==> src/rtl/motor_pkg.sv <==
// Shared definitions for motor1 blocks that consume the triangle carrier.
// One-hot gate-driver state encoding, default carrier width and dead-time counter width.
package motor_pkg;

  localparam int unsigned CARRIER_WIDTH  = 8;
  localparam int unsigned DEAD_CNT_WIDTH = 8;

  typedef enum logic [3:0] {
    StIdle = 4'b0001,
    StDead = 4'b0010,
    StHi   = 4'b0100,
    StLo   = 4'b1000
  } drv_state_e;

  localparam int unsigned ST_HI_BIT = 2;
  localparam int unsigned ST_LO_BIT = 3;

endpackage

==> src/rtl/carrier_edge_detect.sv <==
// Registers the triangle carrier, tracks its slope direction and pulses period_tick
// for one cycle whenever the slope turns from falling to rising (the carrier valley).
module carrier_edge_detect import motor_pkg::*; #(
  parameter int unsigned WIDTH = CARRIER_WIDTH
) (
  input  logic             cclk,
  input  logic             rstb,
  input  logic [WIDTH-1:0] triangle,
  output logic [WIDTH-1:0] tri_q,
  output logic             period_tick
);

  logic dir_q, dir_d;
  logic tick_d;

  // Flat samples keep the previous direction so a held carrier never fakes a valley.
  always_comb begin
    dir_d  = dir_q;
    tick_d = 1'b0;
    if (triangle != tri_q) begin
      dir_d  = (triangle > tri_q);
      tick_d = dir_d & ~dir_q;
    end
  end

  always_ff @(posedge cclk or negedge rstb) begin
    if (!rstb) begin
      tri_q       <= '0;
      dir_q       <= 1'b0;
      period_tick <= 1'b0;
    end else begin
      tri_q       <= triangle;
      dir_q       <= dir_d;
      period_tick <= tick_d;
    end
  end

endmodule

==> src/rtl/pwm_deadtime_driver.sv <==
// Complementary gate driver: compares the carrier with a valley-synchronised duty value and
// inserts dead-time between high-side and low-side conduction; a sticky fault forces gates off.
module pwm_deadtime_driver import motor_pkg::*; #(
  parameter int unsigned WIDTH    = CARRIER_WIDTH,
  parameter int unsigned DEADTIME = 16
) (
  input  logic             cclk,
  input  logic             rstb,
  input  logic [WIDTH-1:0] triangle,
  input  logic [WIDTH-1:0] duty,
  input  logic             duty_load,
  input  logic             enable,
  input  logic             fault,
  input  logic             fault_clr,
  output logic             pwm_hi,
  output logic             pwm_lo,
  output logic [WIDTH-1:0] duty_active,
  output logic             period_tick,
  output logic             fault_latched
);

  localparam logic [DEAD_CNT_WIDTH-1:0] DeadLoad = DEAD_CNT_WIDTH'(DEADTIME - 1);

  logic [WIDTH-1:0]          tri_q;
  logic [WIDTH-1:0]          shadow_q, shadow_d;
  logic [WIDTH-1:0]          duty_active_q, duty_active_d;
  logic                      pending_q, pending_d;
  logic                      fault_latched_q, fault_latched_d;
  drv_state_e                state_q, state_d;
  logic [DEAD_CNT_WIDTH-1:0] cnt_q, cnt_d;
  logic                      want_hi;
  logic                      force_idle;

  carrier_edge_detect #(
    .WIDTH (WIDTH)
  ) u_carrier_edge_detect (
    .cclk        (cclk),
    .rstb        (rstb),
    .triangle    (triangle),
    .tri_q       (tri_q),
    .period_tick (period_tick)
  );

  // A load coincident with the valley bypasses the shadow so it takes effect this period.
  always_comb begin
    shadow_d      = shadow_q;
    pending_d     = pending_q;
    duty_active_d = duty_active_q;
    if (duty_load && period_tick) begin
      shadow_d      = duty;
      duty_active_d = duty;
      pending_d     = 1'b0;
    end else begin
      if (period_tick && pending_q) begin
        duty_active_d = shadow_q;
        pending_d     = 1'b0;
      end
      if (duty_load) begin
        shadow_d  = duty;
        pending_d = 1'b1;
      end
    end
  end

  always_comb begin
    fault_latched_d = fault_latched_q;
    if (fault) begin
      fault_latched_d = 1'b1;
    end else if (fault_clr) begin
      fault_latched_d = 1'b0;
    end
  end

  assign want_hi    = (tri_q < duty_active_q);
  assign force_idle = ~enable | fault | fault_latched_q;

  always_comb begin
    state_d = state_q;
    cnt_d   = cnt_q;
    if (force_idle) begin
      state_d = StIdle;
      cnt_d   = '0;
    end else begin
      unique case (state_q)
        StIdle: begin
          state_d = StDead;
          cnt_d   = DeadLoad;
        end
        StDead: begin
          if (cnt_q == '0) begin
            state_d = want_hi ? StHi : StLo;
          end else begin
            cnt_d = cnt_q - 1'b1;
          end
        end
        StHi: begin
          if (!want_hi) begin
            state_d = StDead;
            cnt_d   = DeadLoad;
          end
        end
        StLo: begin
          if (want_hi) begin
            state_d = StDead;
            cnt_d   = DeadLoad;
          end
        end
        default: begin
          state_d = StIdle;
          cnt_d   = '0;
        end
      endcase
    end
  end

  always_ff @(posedge cclk or negedge rstb) begin
    if (!rstb) begin
      state_q         <= StIdle;
      cnt_q           <= '0;
      shadow_q        <= '0;
      pending_q       <= 1'b0;
      duty_active_q   <= '0;
      fault_latched_q <= 1'b0;
    end else begin
      state_q         <= state_d;
      cnt_q           <= cnt_d;
      shadow_q        <= shadow_d;
      pending_q       <= pending_d;
      duty_active_q   <= duty_active_d;
      fault_latched_q <= fault_latched_d;
    end
  end

  // Gate drives are the state bits themselves: registered and never both high.
  assign pwm_hi        = state_q[ST_HI_BIT];
  assign pwm_lo        = state_q[ST_LO_BIT];
  assign duty_active   = duty_active_q;
  assign fault_latched = fault_latched_q;

endmodule

==> config.mk <==
export PLATFORM = sky130hd
export DESIGN_NAME = pwm_deadtime_driver
export DESIGN_NICKNAME = d
export VERILOG_FILES = /design/src/rtl/motor_pkg.sv /design/src/rtl/carrier_edge_detect.sv /design/src/rtl/pwm_deadtime_driver.sv
export SDC_FILE = /design/constraint.sdc
export NUM_CORES = 1
export LEC_CHECK = 0
export ABC_CLOCK_PERIOD_IN_PS = 6550
export BUFFER_PORTS_ARGS = -buffer_cell sky130_fd_sc_hd__buf_4
export CAP_MARGIN = 40
export CORE_UTILIZATION = 60
export CTS_BUF_LIST = sky130_fd_sc_hd__clkbuf_8 sky130_fd_sc_hd__clkbuf_16
export DETAILED_ROUTE_END_ITERATION = 10
export PLACE_DENSITY = 0.9
export SLEW_MARGIN = 20
export SYNTH_ARGS = -nofsm -noshare
export SYNTH_HDL_FRONTEND = slang
export SYNTH_SLANG_ARGS = --single-unit
==> constraint.sdc <==
create_clock -name cclk -period 6.55 [get_ports cclk]
set_clock_uncertainty 0.15 [all_clocks]
set_input_delay 1.31 -clock cclk [delete_from_list [all_inputs] [get_ports cclk]]
set_output_delay 1.31 -clock cclk [all_outputs]
set_load 0.02 [all_outputs]
==> impl_results.html <==
<table>
<tr><th>Metric</th><th>Value</th></tr>
<tr><th colspan="2">Synthesis</th></tr>
<tr><td>Number of standard cells after synthesis</td><td>201</td></tr>
<tr><td>Cell type with the highest aggregate area in the netlist</td><td>dfrtp_1</td></tr>
<tr><td>Post-synthesis average cell area</td><td>10.3 um2</td></tr>
<tr><td>Number of warnings printed during yosys synthesis</td><td>0</td></tr>
<tr><td>Combined area of all synthesized cells</td><td>2070 um2</td></tr>
<tr><td>Top cells by area, synth</td><td>dfrtp_1, ha_1, mux2_2, inv_1, a21oi_1</td></tr>
<tr><td>Register area share after synthesis</td><td>48.5%</td></tr>
<tr><td>Distinct cell type count of the synthesized netlist</td><td>43</td></tr>
<tr><td>Top cell type's share of synthesized area</td><td>47.2%</td></tr>
<tr><td>FF+latch count, synth</td><td>40</td></tr>
<tr><td>Synthesized Nets</td><td>240</td></tr>
<tr><th colspan="2">Timing</th></tr>
<tr><td>Final critical delay including setup and external delays</td><td>2.85 ns</td></tr>
<tr><td>Slack of the critical path</td><td>3.70 ns</td></tr>
<tr><td>Slew Viols, Final</td><td>0</td></tr>
<tr><td>Accumulated negative setup slack</td><td>0 ns</td></tr>
<tr><td>Final cycle utilization of the critical path</td><td>43.4%</td></tr>
<tr><td>Fmax</td><td>0.351 GHz</td></tr>
<tr><td>Headroom to the max-slew limit</td><td>65.1%</td></tr>
<tr><td>Post-route worst hold slack</td><td>0.317 ns</td></tr>
<tr><td>Final-report hold violation count</td><td>0</td></tr>
<tr><td>Setup Viol. Count Final</td><td>0</td></tr>
<tr><td>Setup repair after global routing missed its margin</td><td>no</td></tr>
<tr><td>Slew at the pin closest to its max-slew limit</td><td>0.520 ns</td></tr>
<tr><th colspan="2">Worst setup path</th></tr>
<tr><td>Buffers and inverters on the worst path</td><td>1</td></tr>
<tr><td>CP top delay family</td><td>simple AND/OR/NAND/NOR gates</td></tr>
<tr><td>Startpoint type of the worst setup path</td><td>input pin</td></tr>
<tr><td>Sequence of cells on the critical path</td><td>buf_4 -&gt; nor3b_1 -&gt; and4b_1 -&gt; nand2_1 -&gt; o31a_1 -&gt; nand2_4 -&gt; mux2_4</td></tr>
<tr><td>WS Path Type</td><td>in2reg</td></tr>
<tr><td>CP Capture Type</td><td>register</td></tr>
<tr><td>CP peak stage delay</td><td>0.41 ns</td></tr>
<tr><td>R2r worst-path depth</td><td>8</td></tr>
<tr><td>Critical path data arrival time</td><td>2.88 ns</td></tr>
<tr><td>Largest fanout on the critical path</td><td>7</td></tr>
<tr><td>CP max-delay cell</td><td>and4b_1</td></tr>
<tr><td>Critical path required time</td><td>6.58 ns</td></tr>
<tr><td>Number of logic stages on the critical path including buffering</td><td>7</td></tr>
<tr><th colspan="2">Floorplan</th></tr>
<tr><td>Core area</td><td>3150 um2</td></tr>
<tr><td>I/O Pins</td><td>34</td></tr>
<tr><td>Die extent in x</td><td>60.7 um</td></tr>
<tr><td>Core Rows</td><td>20</td></tr>
<tr><td>Initial core utilization</td><td>65.6%</td></tr>
<tr><td>Area enclosed by the die boundary</td><td>3680 um2</td></tr>
<tr><td>Die boundary height</td><td>60.7 um</td></tr>
<tr><th colspan="2">Finish</th></tr>
<tr><td>Signed area change from the synthesized netlist to the final layout</td><td>22.2%</td></tr>
<tr><td>Area taken by multi-input logic gates</td><td>963 um2</td></tr>
<tr><td>Most common cell after layout, fill and taps aside</td><td>dfrtp_1</td></tr>
<tr><td>Most frequent cells in the layout</td><td>dfrtp_1, buf_4, inv_1, nor2_1</td></tr>
<tr><td>Number of diodes added for antenna fixing</td><td>0</td></tr>
<tr><td>Proportion of layout cells with a drive suffix above 1</td><td>25.8%</td></tr>
<tr><td>Fill cells</td><td>188</td></tr>
<tr><td>Non-Filler Instances</td><td>284</td></tr>
<tr><td>Total Nets Final</td><td>278</td></tr>
<tr><td>Sequential cell area</td><td>1000 um2</td></tr>
<tr><th colspan="2">CTS</th></tr>
<tr><td>Clock root buffer master</td><td>clkbuf_8</td></tr>
<tr><td>Clock tree from TritonCTS</td><td>built</td></tr>
<tr><td>Number of sinks on the clock net</td><td>40</td></tr>
<tr><td>Clk Latency, worst-skew pair</td><td>0.29 ns</td></tr>
<tr><td>Number of buffers on the longest clock path</td><td>2</td></tr>
<tr><td>Number of gates given a new drive strength after cts</td><td>0</td></tr>
<tr><td>Register clock-pin slew on the reported worst setup and hold paths</td><td>0.08 ns</td></tr>
<tr><td>Number of levels the H-tree was split into</td><td>2</td></tr>
<tr><td>Number of buffers added by the clock tree synthesis step</td><td>5</td></tr>
<tr><td>Buffer count from post-CTS setup fixing</td><td>0</td></tr>
<tr><td>Hold buffer count at CTS</td><td>0</td></tr>
<tr><th colspan="2">Routing</th></tr>
<tr><td>Via Count</td><td>1648</td></tr>
<tr><td>First-pass detailed-route iteration total</td><td>5</td></tr>
<tr><td>Total routed wirelength</td><td>4500 um</td></tr>
<tr><td>Routed wire per std cell</td><td>15.9 um</td></tr>
<tr><td>1st-iter DRT viols</td><td>124</td></tr>
<tr><td>DRT antenna net count</td><td>0</td></tr>
<tr><td>Post-route DRC violation count</td><td>0</td></tr>
<tr><td>Post-detailed-route via-to-cell ratio</td><td>5.80</td></tr>
<tr><th colspan="2">Power</th></tr>
<tr><td>Power per Cell Area</td><td>304 nW/um2</td></tr>
<tr><td>Post-layout power</td><td>0.000768 W</td></tr>
<tr><td>Maximum VDD drop</td><td>0.000261 V</td></tr>
<tr><td>Leakage dissipation</td><td>1.24 nW</td></tr>
<tr><th colspan="2">Global route</th></tr>
<tr><td>Number of global-route vias before repair</td><td>1568</td></tr>
<tr><td>Total gr overflow</td><td>0</td></tr>
<tr><td>Number of antenna violations at the first check in global routing</td><td>0</td></tr>
<tr><td>All-layer global routing usage</td><td>28.5%</td></tr>
<tr><td>Largest net degree at the start of global routing</td><td>41</td></tr>
<tr><td>First-pass GRT wire length</td><td>7410 um</td></tr>
<tr><th colspan="2">Placed design</th></tr>
<tr><td>Post-placement setup slack</td><td>3.43 ns</td></tr>
<tr><td>Inst Count DP</td><td>276</td></tr>
<tr><td>Port Buf Inserts</td><td>33</td></tr>
<tr><td>Detailed Place HPWL</td><td>3470 um</td></tr>
<tr><td>Final estimated routing congestion in global placement</td><td>0.842</td></tr>
<tr><th colspan="2">Min path</th></tr>
<tr><td>Class of the worst hold path</td><td>reg2reg</td></tr>
<tr><td>Hold path depth</td><td>1</td></tr>
<tr><th colspan="2">Run</th></tr>
<tr><td>Reported max-cap violation count</td><td>0</td></tr>
<tr><th colspan="2">Status</th></tr>
<tr><td>Result of the run</td><td>finished clean</td></tr>
</table>
cell type report:
class | instances | area share [%]
repair buffers | 34 | 10.1
clock buffers | 5 | 2.73
well taps | 44 | 2.18
flip-flops and latches | 40 | 39.7
inverters | 24 | 3.57
multi-input cells | 134 | 38.2
clock inverters | 3 | 3.57
cells by family after synthesis:
| family | after synthesis | synth area share [%] |
|---|---|---|
| mux | 12 | 6.84 |
| buf+inv | 27 | 4.90 |
| fa+ha+maj | 17 | 10.3 |
| flops | 40 | 48.5 |
| simple gates | 61 | 16.4 |
| compound gates | 44 | 13.1 |
per-layer routing:
| metal | global-route usage [%] | share of wire (%) |
|---|---|---|
| met3 | 6.61 | 5.8 |
| met1 | 34.9 | 41 |
| met5 | 0 | 0 |
| met2 | 48.5 | 51 |
| met4 | 12.0 | 2.1 |
metrics by stage:
stage               cell area [um2]  utilization [%]
detailed placement             2370             75.0
CTS                            2520             80.1
floorplan                      2070                -
global route                   2520             80.1
global placement               2360             74.8
finish                         2520             80.1
flip-flops by register name, summed over array words and instances, names as in the netlist:
| name | cells |
|---|---|
| cnt_q | 8 |
| duty_active | 8 |
| shadow_q | 8 |
| u_carrier_edge_detect.tri_q | 8 |
| state_q | 4 |
| fault_latched | 1 |
| pending_q | 1 |
| u_carrier_edge_detect.dir_q | 1 |
| u_carrier_edge_detect.period_tick | 1 |
worst paths after layout:
check | from | endpoint | slack (ns)
min in group asynchronous | rstb | u_carrier_edge_detect.tri_q[1]$_DFF_PN0_ | 0.83
setup reg to reg | duty_active[2]$_DFFE_PN0P_ | state_q[1]$_DFFE_PN0P_ | 4.06
setup / recovery | fault | cnt_q[0]$_DFFE_PN0P_ | 3.70
max in group asynchronous | rstb | state_q[0]$_DFFE_PN1P_ | 5.07
hold / removal | u_carrier_edge_detect.period_tick$_DFF_PN0_ | pending_q$_DFFE_PN0P_ | 0.32
hold reg to reg | u_carrier_edge_detect.period_tick$_DFF_PN0_ | pending_q$_DFFE_PN0P_ | 0.32
Yosys cell counts:
cell and instances:
o21a_1 2, and4b_1 1, a31oi_1 4, nor3b_1 1, o21ai_0 8, nand4b_1 1
nand2_1 12, or3b_4 1, or4b_1 1, o22ai_1 3, nor4b_4 1, nor3_1 5
dfstp_2 1, nand2b_1 3, a211oi_1 1, dfrtp_1 39, nand2_4 1, mux2_2 9
or2b_2 1, o32ai_1 1, nand4_1 2, ha_1 17, o21ai_1 1, nand3_1 5
nor2b_1 1, a21boi_0 1, mux2_4 2, nor4_1 1, and2_1 2, o31a_1 1
and3_1 1, or2_2 1, nor2_1 19, clkbuf_1 3, a21o_1 1, a31oi_2 1
mux2i_1 1, a2111o_1 1, and4bb_2 1, o2bb2ai_1 1, a21oi_1 17, a31o_2 1
inv_1 24
report_power, final:
group          switching, W  internal, W  total, W
sequential        0.0000222     0.000278  0.000300
combinational      0.000110    0.0000831  0.000193
clock             0.0000847     0.000191  0.000275
Note: power is estimated with default switching activity, not from simulation.
